File: config.mk
export PLATFORM = sky130hd
export DESIGN_NAME = axis_uart_tx_arbiter
export DESIGN_NICKNAME = d
export VERILOG_FILES = /design/src/rtl/axis_arb_pkg.sv /design/src/rtl/axis_uart_tx_arbiter_rr_pick.sv /design/src/rtl/axis_uart_tx_arbiter.sv
export SDC_FILE = /design/constraint.sdc
export NUM_CORES = 1
export LEC_CHECK = 0
export ABC_AREA = 1
export BUFFER_PORTS_ARGS = -buffer_cell sky130_fd_sc_hd__buf_2
export CORE_ASPECT_RATIO = 1.4
export CORE_MARGIN = 5
export CORE_UTILIZATION = 46
export CTS_BUF_LIST = sky130_fd_sc_hd__clkbuf_16
export DETAILED_ROUTE_END_ITERATION = 12
export GPL_ROUTABILITY_DRIVEN = 0
export PLACE_DENSITY_LB_ADDON = 0.25
export SLEW_MARGIN = 20
export SYNTH_ARGS = -nofsm -noshare
export SYNTH_HDL_FRONTEND = slang
export SYNTH_SLANG_ARGS = --single-unit
File: constraint.sdc
create_clock -name clk -period 1.8 [get_ports clk]
set_input_delay 0.27 -clock clk [delete_from_list [all_inputs] [get_ports clk]]
set_output_delay 0.27 -clock clk [all_outputs]
set_load 0.02 [all_outputs]
File: src/rtl/axis_arb_pkg.sv
// Shared types and constants for the packet-level AXI-Stream round-robin arbiter.
package axis_arb_pkg;

  typedef enum logic [1:0] {
    IDLE = 2'd0,
    TAG  = 2'd1,
    XFER = 2'd2
  } arb_state_t;

  localparam logic [7:0] TAG_BASE = 8'hA0;

  // Index width for NUM_SRC requesters, never narrower than one bit.
  function automatic int grant_w(input int n);
    return (n <= 2) ? 1 : $clog2(n);
  endfunction

endpackage

File: src/rtl/axis_uart_tx_arbiter_rr_pick.sv
// Combinational rotating-priority picker: first asserted request at or after ptr, wrapping.
module rr_pick
  import axis_arb_pkg::*;
#(
  parameter  int NUM_SRC = 4,
  localparam int GW      = grant_w(NUM_SRC)
) (
  input  logic [NUM_SRC-1:0] req,
  input  logic [GW-1:0]      ptr,
  output logic [GW-1:0]      gnt_idx,
  output logic               any_req
);

  assign any_req = |req;

  // Walk offsets from farthest to nearest so the nearest asserted request wins.
  always_comb begin
    logic [GW:0] w_sum;
    w_sum   = '0;
    gnt_idx = '0;
    for (int k = NUM_SRC - 1; k >= 0; k--) begin
      w_sum = {1'b0, ptr} + (GW + 1)'(k);
      if (w_sum >= (GW + 1)'(NUM_SRC)) w_sum = w_sum - (GW + 1)'(NUM_SRC);
      if (req[w_sum[GW-1:0]]) gnt_idx = w_sum[GW-1:0];
    end
  end

endmodule

File: src/rtl/axis_uart_tx_arbiter.sv
// Packet-level round-robin arbiter feeding one AXI-Stream byte path, with stall watchdog.
// Optional source-tag header beat enabled by defining AXIS_ARB_SRC_TAG_EN.
//
// state | meaning
// IDLE  | no owner; arbitrate among valid sources
// TAG   | emit header beat TAG_BASE|grant_id (AXIS_ARB_SRC_TAG_EN only)
// XFER  | pass granted source through until last beat or watchdog release
module axis_uart_tx_arbiter
  import axis_arb_pkg::*;
#(
  parameter  int WIDTH   = 8,
  parameter  int NUM_SRC = 4,
  parameter  int TIMEOUT = 1024,
  localparam int GW      = grant_w(NUM_SRC)
) (
  input  logic                     clk,
  input  logic                     rst,
  input  logic [NUM_SRC*WIDTH-1:0] s_axis_data,
  input  logic [NUM_SRC-1:0]       s_axis_valid,
  input  logic [NUM_SRC-1:0]       s_axis_last,
  output logic [NUM_SRC-1:0]       s_axis_ready,
  output logic [WIDTH-1:0]         m_axis_data,
  output logic                     m_axis_valid,
  output logic                     m_axis_last,
  input  logic                     m_axis_ready,
  output logic [GW-1:0]            grant_id,
  output logic                     busy,
  output logic                     timeout_err
);

  localparam int CW = $clog2(TIMEOUT);

  arb_state_t       r_state, w_next;
  logic [GW-1:0]    r_grant, r_rr_ptr, w_pick;
  logic             w_any;
  logic [CW-1:0]    r_stall;
  logic             r_timeout_err, w_force;
  logic             w_gnt_valid, w_gnt_last;
  logic [WIDTH-1:0] w_gnt_data;

  rr_pick #(.NUM_SRC(NUM_SRC)) u_pick (
    .req     (s_axis_valid),
    .ptr     (r_rr_ptr),
    .gnt_idx (w_pick),
    .any_req (w_any)
  );

  assign w_gnt_valid = s_axis_valid[r_grant];
  assign w_gnt_last  = s_axis_last[r_grant];
  assign w_gnt_data  = s_axis_data[int'(r_grant)*WIDTH +: WIDTH];

  always_ff @(posedge clk or negedge rst) begin
    if (!rst) begin
      r_state       <= IDLE;
      r_grant       <= '0;
      r_rr_ptr      <= '0;
      r_stall       <= '0;
      r_timeout_err <= 1'b0;
    end else begin
      r_state       <= w_next;
      r_timeout_err <= w_force;
      if (r_state == IDLE && w_any) begin
        r_grant  <= w_pick;
        r_rr_ptr <= (w_pick == GW'(NUM_SRC - 1)) ? '0 : w_pick + 1'b1;
      end
      // Only a missing beat from the owner counts; backpressure never does.
      if (r_state == XFER && w_next == XFER && !w_gnt_valid) r_stall <= r_stall + 1'b1;
      else r_stall <= '0;
    end
  end

  always_comb begin
    w_next       = r_state;
    w_force      = 1'b0;
    m_axis_data  = '0;
    m_axis_valid = 1'b0;
    m_axis_last  = 1'b0;
    s_axis_ready = '0;
    case (r_state)
      IDLE: begin
`ifdef AXIS_ARB_SRC_TAG_EN
        if (w_any) w_next = TAG;
`else
        if (w_any) w_next = XFER;
`endif
      end
`ifdef AXIS_ARB_SRC_TAG_EN
      TAG: begin
        m_axis_data  = WIDTH'(TAG_BASE) | WIDTH'(r_grant);
        m_axis_valid = 1'b1;
        if (m_axis_ready) w_next = XFER;
      end
`endif
      XFER: begin
        m_axis_data           = w_gnt_data;
        m_axis_valid          = w_gnt_valid;
        m_axis_last           = w_gnt_last;
        s_axis_ready[r_grant] = m_axis_ready;
        if (w_gnt_valid && m_axis_ready && w_gnt_last) begin
          w_next = IDLE;
        end else if (!w_gnt_valid && r_stall == CW'(TIMEOUT - 1)) begin
          w_next  = IDLE;
          w_force = 1'b1;
        end
      end
      default: w_next = IDLE;
    endcase
  end

  assign grant_id    = r_grant;
  assign busy        = (r_state != IDLE);
  assign timeout_err = r_timeout_err;

endmodule

==> results.ini, run 1 <==
[synth]
synthCells=179
synth_fa_ha_area_share_pct=0.965
synth_top_family_by_area=simple AND/OR/NAND/NOR gates
seq_area_frac_synth_pct=32.8
synth_area_leaders=dfrtp_1, nand2_1, nand3_1
synth_xor_area_share_pct=4.73
synth-compound-area-share_pct=14.4
synth_simple_gate_area_share_pct=37.8
netlist_area_um2=1300
muxShareOfSynthArea_pct=0
synth_fp_nets=223
synth_top_area_cell=dfrtp_1
synth-edff-count=0
synth_top_area_share_pct=32.8
async_reset_ff_share_pct=100
synth_warnings=0
synth.distinct_cells=36
syn_avg_cell_area_um2=7.24
synth_flop_cell=dfrtp_1
yosys_register_bits=17

[global_route]
grtUsageMet1_pct=19.7
grt_max_degree=18
grt_pass1_wl_um=6020
busiest_layer=met2
grt-ovfl-total=0
use_met3_pct=6.13
antenna_found_initial=0
use_met2_pct=37.2
grt_usage_pct=20.4
first_global_vias=1416

[timing]
report.final.slew_viol_count=0
timing.fmax_ghz=0.574
setup_viol=0
period_needed_ns=1.74
hold-worst-slack_ns=0.380
clock_skew_ns=0.00178
hold_viol=0
rsz0062_at_grt=true
fin_crit_sh_pct=96.7

[setup_path]
cp_data_required_time_ns=1.53
start_kind=flop
r2r_start=grant_id[0]$_DFFE_PN0P_
r2r-end=r_stall[2]$_DFF_PN0_
endpoint=m_axis_last
cp.arrival_ns=1.47
worstSetupPathType=flop to output port
reg2regPathDepth=10
cp_max_fo=5
worstSetupStartpoint=grant_id[0]$_DFFE_PN0P_
ff2ff_setup_slack_ns=0.12
cp-end-kind=output port

[clock_tree]
root_buffer=clkbuf_16
cts_buffers=3
clk_transition_reported_paths_ns=0.05
tritoncts=yes
htreeDepth=1
clk_latency_ns=0.25
cts.sinks=17
clock_path_buffers=2

[route]
wl_per_cell_um=12.8
antenna_left=0
drt-vias-per-instance=5.18
drc=0
drt_first_iter_violations=32
dr.pass1.iters=4
routed_wl_um=3720
via_count=1508

[placed_design]
dp_hpwl_um=2930
placed_cell_area_um2=1660
placedCellCount=278
port_buffers=60

[floorplanning]
die_h_um=72.8
ioPinCount=61
core-area_um2=2670
start_util_pct=48.5
die_area_um2=3990
die-width_um=54.9
num_rows=22

[outcome]
status=complete, no violations

[final_layout]
final_nets=300
fillCellCount=239
stdcell_count=291
ff_latch_area_um2=427
multi_input_area_um2=767
syn2layout_area_growth_pct=43.7
diodes=0
final_layout_size_suffix_gt1_share_pct=40.0
fin_area_um2=1860

[power_and_ir_drop]
p_per_area_nw_per_um2=1280
p_leak_uw=0.000934
irDropWorstVdd_v=0.000762

[hold_path]
hold_path_class=input port to flop
hold_path_depth=4

[job]
maxCapViolations=0

[layout make-up]
type	instances	area share, %
Inverter	22	4.70
Clock buffer	3	4.03
Clock inverter	1	0.201
Sequential cell	17	22.9
Timing Repair Buffer	76	24.6
Multi-Input combinational cell	136	41.2
Tap cell	36	2.42
[cells by family after synthesis]
kind of cell	count (synthesis)
and+or+nand+nor	101
AOI/OAI and AO/OA	26
buffers and inverters	26
DFF	17
xor gates and xnor gates	7
adders and majority gates	1
other	1
[through the flow]
step,setup WS [ns],power [uW],setup TNS (ns),util [%]
3_3_place_gp,0.218,1700,0,62.3
3_5_place_dp,0.182,1710,0,62.3
5_1_grt,-0.0197,2570,-0.0522,69.8
6_report,0.0586,2380,0,69.8
2_1_floorplan,0.0857,1410,0,-
4_1_cts,-0.00326,2240,-0.00326,67.1
[what timing repair did]
item                                   in CTS  in global routing
pin swaps                                   2                  2
resized for setup                           6                 14
buffers inserted                            2                  5
endpoints found under the hold margin      17                  0
cloned                                      1                  0
hold buffers                                1                  0
setup endpoints to repair                   4                  7
[where the power goes]
part	total [uW]	switching [uW]	internal, uW
clock network	431	137	294
registers	505	67.9	437
logic	1440	830	614
[how the worst min path moves through the flow]
stage / startpoint / endpoint / slack [ns]
after floorplan: rst / grant_id[0]$_DFFE_PN0P_ / -0.03
after global placement: rst / r_stall[0]$_DFF_PN0_ / 0.20
after detailed placement: rst / r_rr_ptr[1]$_DFFE_PN0P_ / 0.21
after CTS: s_axis_valid[2] / timeout_err$_DFF_PN0_ / 0.41
after global routing: s_axis_valid[2] / timeout_err$_DFF_PN0_ / 0.41
final: s_axis_valid[2] / timeout_err$_DFF_PN0_ / 0.38
[routing by layer]
| layer | routed length [um] | up-vias |
|---|---|---|
| met5 | 0 | - |
| met3 | 450 | 8 |
| met4 | 87 | 0 |
| met1 | 1330 | 679 |
| met2 | 1850 | 70 |
| li1 | - | 751 |
[state kept, by name (all words and copies together), names as in the netlist]
register,cells
r_stall,10
grant_id,2
r_rr_ptr,2
r_state,2
timeout_err,1
[worst max-delay path: stages (launching register included)]
cell,delay (ns)
dfrtp_2,0.43
buf_6,0.13
nor2_4,0.11
buf_6,0.14
inv_2,0.04
o22ai_2,0.14
nor3_2,0.06
buf_4,0.17
[cell usage in the layout, fill, tap and decap left out, drive strengths merged]
| master | synthesis | final |
|---|---|---|
| nand4 | 4 | 4 |
| a31o | 1 | 1 |
| or2 | 1 | 1 |
| dfrtp | 17 | 17 |
| a21oi | 3 | 3 |
| o21a | 1 | 1 |
| nor2 | 25 | 25 |
| nand3 | 24 | 24 |
| o21ai | 2 | 2 |
| clkbuf | 1 | 3 |
| buf | 3 | 75 |
| nor4 | 1 | 1 |
| xor2 | 4 | 4 |
| and2 | 2 | 2 |
| inv | 21 | 23 |
| ha | 1 | 1 |
| a22oi | 9 | 9 |
| nand2 | 41 | 41 |
| dlygate4sd3 | 0 | 1 |
| a31oi | 8 | 8 |
| xnor2 | 3 | 3 |
| o22ai | 2 | 2 |
| conb | 1 | 1 |
| nor3 | 3 | 3 |
[cells in the mapped netlist, types with 2 or more instances]
library cell	n
xor2_1	4
a21oi_1	2
and2_1	2
a31oi_1	8
nand4_1	3
inv_1	19
dfrtp_1	17
nand2_2	2
nor3_1	3
xnor2_1	3
o21ai_0	2
nand3_1	23
buf_6	2
nor2_4	2
a22oi_1	8
nand2_1	38
nor2_2	4
nor2_1	19
Power figures use the tool's default switching activity.
==> run 2: changes to the inputs <==
==> constraint.sdc (replaced) <==
create_clock -name clk -period 1.8 [get_ports clk]
set_input_delay 0.27 -clock clk [delete_from_list [all_inputs] [get_ports clk]]
set_output_delay 0.27 -clock clk [all_outputs]
set_load 0.005 [all_outputs]
==> run 2 against run 1 <==
Against the previous run: non-clock buffer count decreased by 4; clock skew about the same; largest power group unchanged; register-to-register slack better by 0.10 ns; power decreased by 8.8%; via count fell by 3.8%; sequential cell count stayed put; first-iteration DRC count grew 66%; clock power barely moved; fmax is 1.5% higher; cell area is 3.6% lower; hold slack better by 0.037 ns; worst setup slack improved by 0.026 ns.
==> results.ini, run 2 (synthesis gave the netlist of run 1 again) <==
[outcome]
status=complete, no violations

[route]
antenna_left=0
wl_per_cell_um=12.3
via_count=1450
drt-vias-per-instance=5.05
drt_first_iter_violations=53
drc=0
routed_wl_um=3540
dr.pass1.iters=4

[setup_path]
cp_slowest_cell=dfrtp_1
reg2regPathDepth=8
cp-end-kind=output port
ff2ff_setup_slack_ns=0.22
endpoint=m_axis_data[1]
cp.arrival_ns=1.45
worstSetupStartpoint=grant_id[1]$_DFFE_PN0P_
cp_data_required_time_ns=1.53
worstSetupPathType=flop to output port
r2r-end=r_stall[5]$_DFF_PN0_
cp_max_fo=8
path_cells=buf_6 -> nor2_4 -> buf_4 -> a22oi_1 -> a31oi_1 -> buf_2
start_kind=flop
r2r_start=r_stall[0]$_DFF_PN0_
critPathMaxStageDelay_ns=0.38

[clock_tree]
cts.sinks=17
htreeDepth=1
cts_buffers=3
clk_transition_reported_paths_ns=0.05
clock_path_buffers=2
root_buffer=clkbuf_16
clk_latency_ns=0.25
tritoncts=yes

[power_and_ir_drop]
irDropWorstVdd_v=0.000739
p_leak_uw=0.000916
p_per_area_nw_per_um2=1210
p_total_uw=2170

[global_route]
first_global_vias=1384
grt_usage_pct=19.1
grt_max_degree=18
grt-ovfl-total=0
antenna_found_initial=0
use_met3_pct=4.70
grtUsageMet1_pct=21.2
grt_pass1_wl_um=5750
use_met2_pct=33.3
busiest_layer=met2

[timing]
hold-worst-slack_ns=0.417
tns_ns=0
hold_viol=0
fin_crit_sh_pct=95.3
timing.fmax_ghz=0.583
rsz0062_at_grt=false
period_needed_ns=1.72
clock_skew_ns=0.00155
setup_viol=0
report.final.slew_viol_count=0

[placed_design]
port_buffers=60
dp_hpwl_um=2910

[final_layout]
largest_register_ffs=10
final_common_cell=buf_2
layout_common_cells=buf_2, nand2_1, nand3_1
syn2layout_area_growth_pct=38.6
diodes=0
final_layout_size_suffix_gt1_share_pct=37.8
final_nets=296
top_register=r_stall

[floorplanning]
start_util_pct=48.5
die_h_um=72.8
num_rows=22
core-area_um2=2670
ioPinCount=61
die-width_um=54.9
die_area_um2=3990

[job]
maxCapViolations=0

[hold_path]
hold_path_class=input port to flop

run 2: cell count changes in the layout (fill, tap and decap cells not counted):
cell and delta:
a22oi_1 +1, a22oi_2 -1, buf_2 +8, buf_4 -9, buf_6 -3, inv_1 +1
inv_2 -1, nand2_2 -1, nand2_4 +1, nor3_1 +1, nor3_2 -1
run 2: how the worst min path moves through the flow:
| stage | cells past startpoint | end | startpoint |
|---|---|---|---|
| 2_1_floorplan | 0 | grant_id[0]$_DFFE_PN0P_ | rst |
| 3_3_place_gp | 1 | r_stall[0]$_DFF_PN0_ | rst |
| 3_5_place_dp | 1 | r_state[0]$_DFF_PN0_ | rst |
| 4_1_cts | 4 | timeout_err$_DFF_PN0_ | s_axis_valid[2] |
| 5_1_grt | 4 | r_state[1]$_DFF_PN0_ | m_axis_ready |
| 6_report | 4 | timeout_err$_DFF_PN0_ | s_axis_valid[2] |
run 2: repair_timing:
| action | 4_1_cts | 5_1_grt |
|---|---|---|
| hold buffers | 1 | 0 |
| hold endpoints to repair | 17 | 0 |
| resized for setup | 3 | 3 |
| endpoints found under the setup margin | 1 | 2 |
| setup buffers | 1 | 4 |
run 2: cell type report:
| cell class | instances | area, um2 |
|---|---|---|
| Tap cell | 36 | 45.0 |
| Multi-Input combinational cell | 136 | 762 |
| Inverter | 22 | 87.6 |
| Timing Repair Buffer | 72 | 397 |
| Clock buffer | 3 | 75.1 |
| Clock inverter | 1 | 3.75 |
| Sequential cell | 17 | 427 |
| Fill cell | 264 | 873 |
run 2: metrics by stage:
stage               std cells  area, um2  utilization (%)  worst slack [ns]
floorplan                 179       1300                -             0.357
global placement          277       1660             62.0             0.209
detailed placement        277       1660             62.0             0.150
CTS                       283       1760             65.9            0.0242
global route              287       1800             67.3         0.0000737
finish                    287       1800             67.3            0.0848
run 2: critical path, delay by kind of cell, from the launching register on:
| family | cells | cell delay [ns] |
|---|---|---|
| AOI/OAI and AO/OA | 2 | 0.26 |
| DFF | 1 | 0.38 |
| buffers and inverters | 3 | 0.47 |
| and+or+nand+nor | 1 | 0.10 |
run 2: where the power goes:
| group | switching [uW] | leakage, uW | internal, uW |
|---|---|---|---|
| sequential | 74.8 | 0.000225 | 437 |
| clock | 136 | 0.0000423 | 294 |
| combinational | 703 | 0.000649 | 525 |
| total | 914 | 0.000916 | 1260 |
run 2: metal layers:
metal  share of wire (%)  routed length, um
met3                  11                391
met2                  48               1710
met4                 1.3                 47
met1                  39               1390
met5                   0                  0
==> run 3: changes to the inputs <==
--- a/config.mk
+++ b/config.mk
@@ -14,6 +14,7 @@
 export DETAILED_ROUTE_END_ITERATION = 12
 export GPL_ROUTABILITY_DRIVEN = 0
 export PLACE_DENSITY_LB_ADDON = 0.25
+export RECOVER_POWER = 100
 export SLEW_MARGIN = 20
 export SYNTH_ARGS = -nofsm -noshare
 export SYNTH_HDL_FRONTEND = slang
==> run 3 against run 2 <==
Against the previous run: via count unchanged; register-to-register slack about the same; count of clock-buffer cells in the layout unchanged; wire length about the same; die area unchanged; fmax unchanged; final cell count unchanged; largest power group unchanged; highest routed layer unchanged.
==> results.ini, run 3 (synthesis gave the netlist of run 1 again) <==
[setup_path]
start_kind=flop
cp.arrival_ns=1.45
cp-end-kind=output port
cp_max_fo=8
r2r_start=r_stall[0]$_DFF_PN0_
reg2regPathDepth=8
ff2ff_setup_slack_ns=0.22
critPathMaxStageDelay_ns=0.38
path_cells=buf_6 -> nor2_4 -> buf_4 -> a22oi_1 -> a31oi_1 -> buf_2
worstSetupPathType=flop to output port
cp_data_required_time_ns=1.53
r2r-end=r_stall[5]$_DFF_PN0_
cp_slowest_cell=dfrtp_1

[final_layout]
final_nets=296
syn2layout_area_growth_pct=38.5
final_layout_size_suffix_gt1_share_pct=37.5
fin_area_um2=1800
final_util_pct=67.2
diodes=0
fillCellCount=263
final_common_cell=buf_2
layout_common_cells=buf_2, nand2_1, nand3_1
top_register=r_stall
largest_register_ffs=10

[global_route]
grt_max_degree=18
grt_usage_pct=19.1
first_global_vias=1384
grt-ovfl-total=0
antenna_found_initial=0
grt_pass1_wl_um=5750

[route]
drc=0
dr.pass1.iters=4
antenna_left=0
drt_first_iter_violations=53
routed_wl_um=3530
drt-vias-per-instance=5.05
wl_per_cell_um=12.3
via_count=1450

[job]
maxCapViolations=0

[clock_tree]
root_buffer=clkbuf_16
clk_latency_ns=0.25
clock_path_buffers=2
clk_transition_reported_paths_ns=0.05
cts.sinks=17
htreeDepth=1
tritoncts=yes
cts_buffers=3

[floorplanning]
ioPinCount=61
core-area_um2=2670
die_area_um2=3990
die_h_um=72.8
die-width_um=54.9
num_rows=22
start_util_pct=48.5

[placed_design]
placed_cell_area_um2=1660
port_buffers=60
dp_hpwl_um=2910

[hold_path]
hp-start=s_axis_valid[2]
whs_endpoint=timeout_err$_DFF_PN0_
hold_path_depth=4
hold_path_class=input port to flop

[outcome]
status=complete, no violations

[timing]
max-slew-margin-rel_pct=41.5
clock_skew_ns=0.00155
tns_ns=0
fin_crit_sh_pct=95.3
worstMarginPinSlew_ns=0.877
period_needed_ns=1.72
report.final.slew_viol_count=0
hold-worst-slack_ns=0.417
rsz0062_at_grt=false
hold_viol=0
timing.fmax_ghz=0.583
setup_viol=0

[power_and_ir_drop]
irDropWorstVdd_v=0.000739
p_per_area_nw_per_um2=1210
p_leak_uw=0.000913

[run 3: changes by cell type in the layout (fill, tap and decap cells not counted)]
cell	previous run	this run
buf_2	60	59
clkbuf_1	0	1
[run 3: power by group]
part	total [uW]	internal, uW	switching (uW)
registers	512	437	74.8
clock network	431	294	136
logic	1230	525	703
total	2170	1260	914
[run 3: worst max-delay path, delay by kind of cell, from the launching register on]
kind	cells	cell delay, ns
AND/OR/NAND/NOR	1	0.10
flip-flops	1	0.38
buffers and inverters	3	0.47
AO/OA/AOI/OAI	2	0.26
[run 3: worst max path at each step]
| stage | start | end | slack, ns | cells after the start |
|---|---|---|---|---|
| floorplan | grant_id[1]$_DFFE_PN0P_ | m_axis_valid | 0.36 | 6 |
| global placement | grant_id[0]$_DFFE_PN0P_ | m_axis_valid | 0.21 | 7 |
| detailed placement | grant_id[0]$_DFFE_PN0P_ | m_axis_valid | 0.15 | 7 |
| CTS | grant_id[1]$_DFFE_PN0P_ | m_axis_valid | 0.02 | 8 |
| global route | grant_id[1]$_DFFE_PN0P_ | m_axis_data[1] | 0.00007 | 6 |
| finish | grant_id[1]$_DFFE_PN0P_ | m_axis_data[1] | 0.08 | 6 |
[run 3: timing repair]
action | 4_1_cts | 5_1_grt
hold buffers | 1 | 0
endpoints found under the hold margin | 17 | 0
buffers inserted | 1 | 4
resized for setup | 3 | 3
gates cloned | 0 | 0
setup endpoints to repair | 1 | 2
[run 3: cell type report]
cell class,instances,area (um2),area share [%]
Multi-Input combinational cell,136,762,42.4
Sequential cell,17,427,23.8
Timing Repair Buffer,72,395,22.0
Inverter,22,87.6,4.88
Clock buffer,3,75.1,4.18
Tap cell,36,45.0,2.51
Clock inverter,1,3.75,0.209
[run 3: routing by layer]
metal	share of wire, %	global-route usage (%)
met5	0	0
met4	1.3	7.76
met3	11	4.70
met2	48	33.3
met1	39	21.2
[run 3: stage by stage]
stage	cells	setup slack, ns	total power, uW
after CTS	283	0.0242	2100
after floorplan	179	0.357	1340
final	287	0.0848	2170
after detailed placement	277	0.150	1620
after global placement	277	0.209	1610
after global routing	287	0.0000737	2360
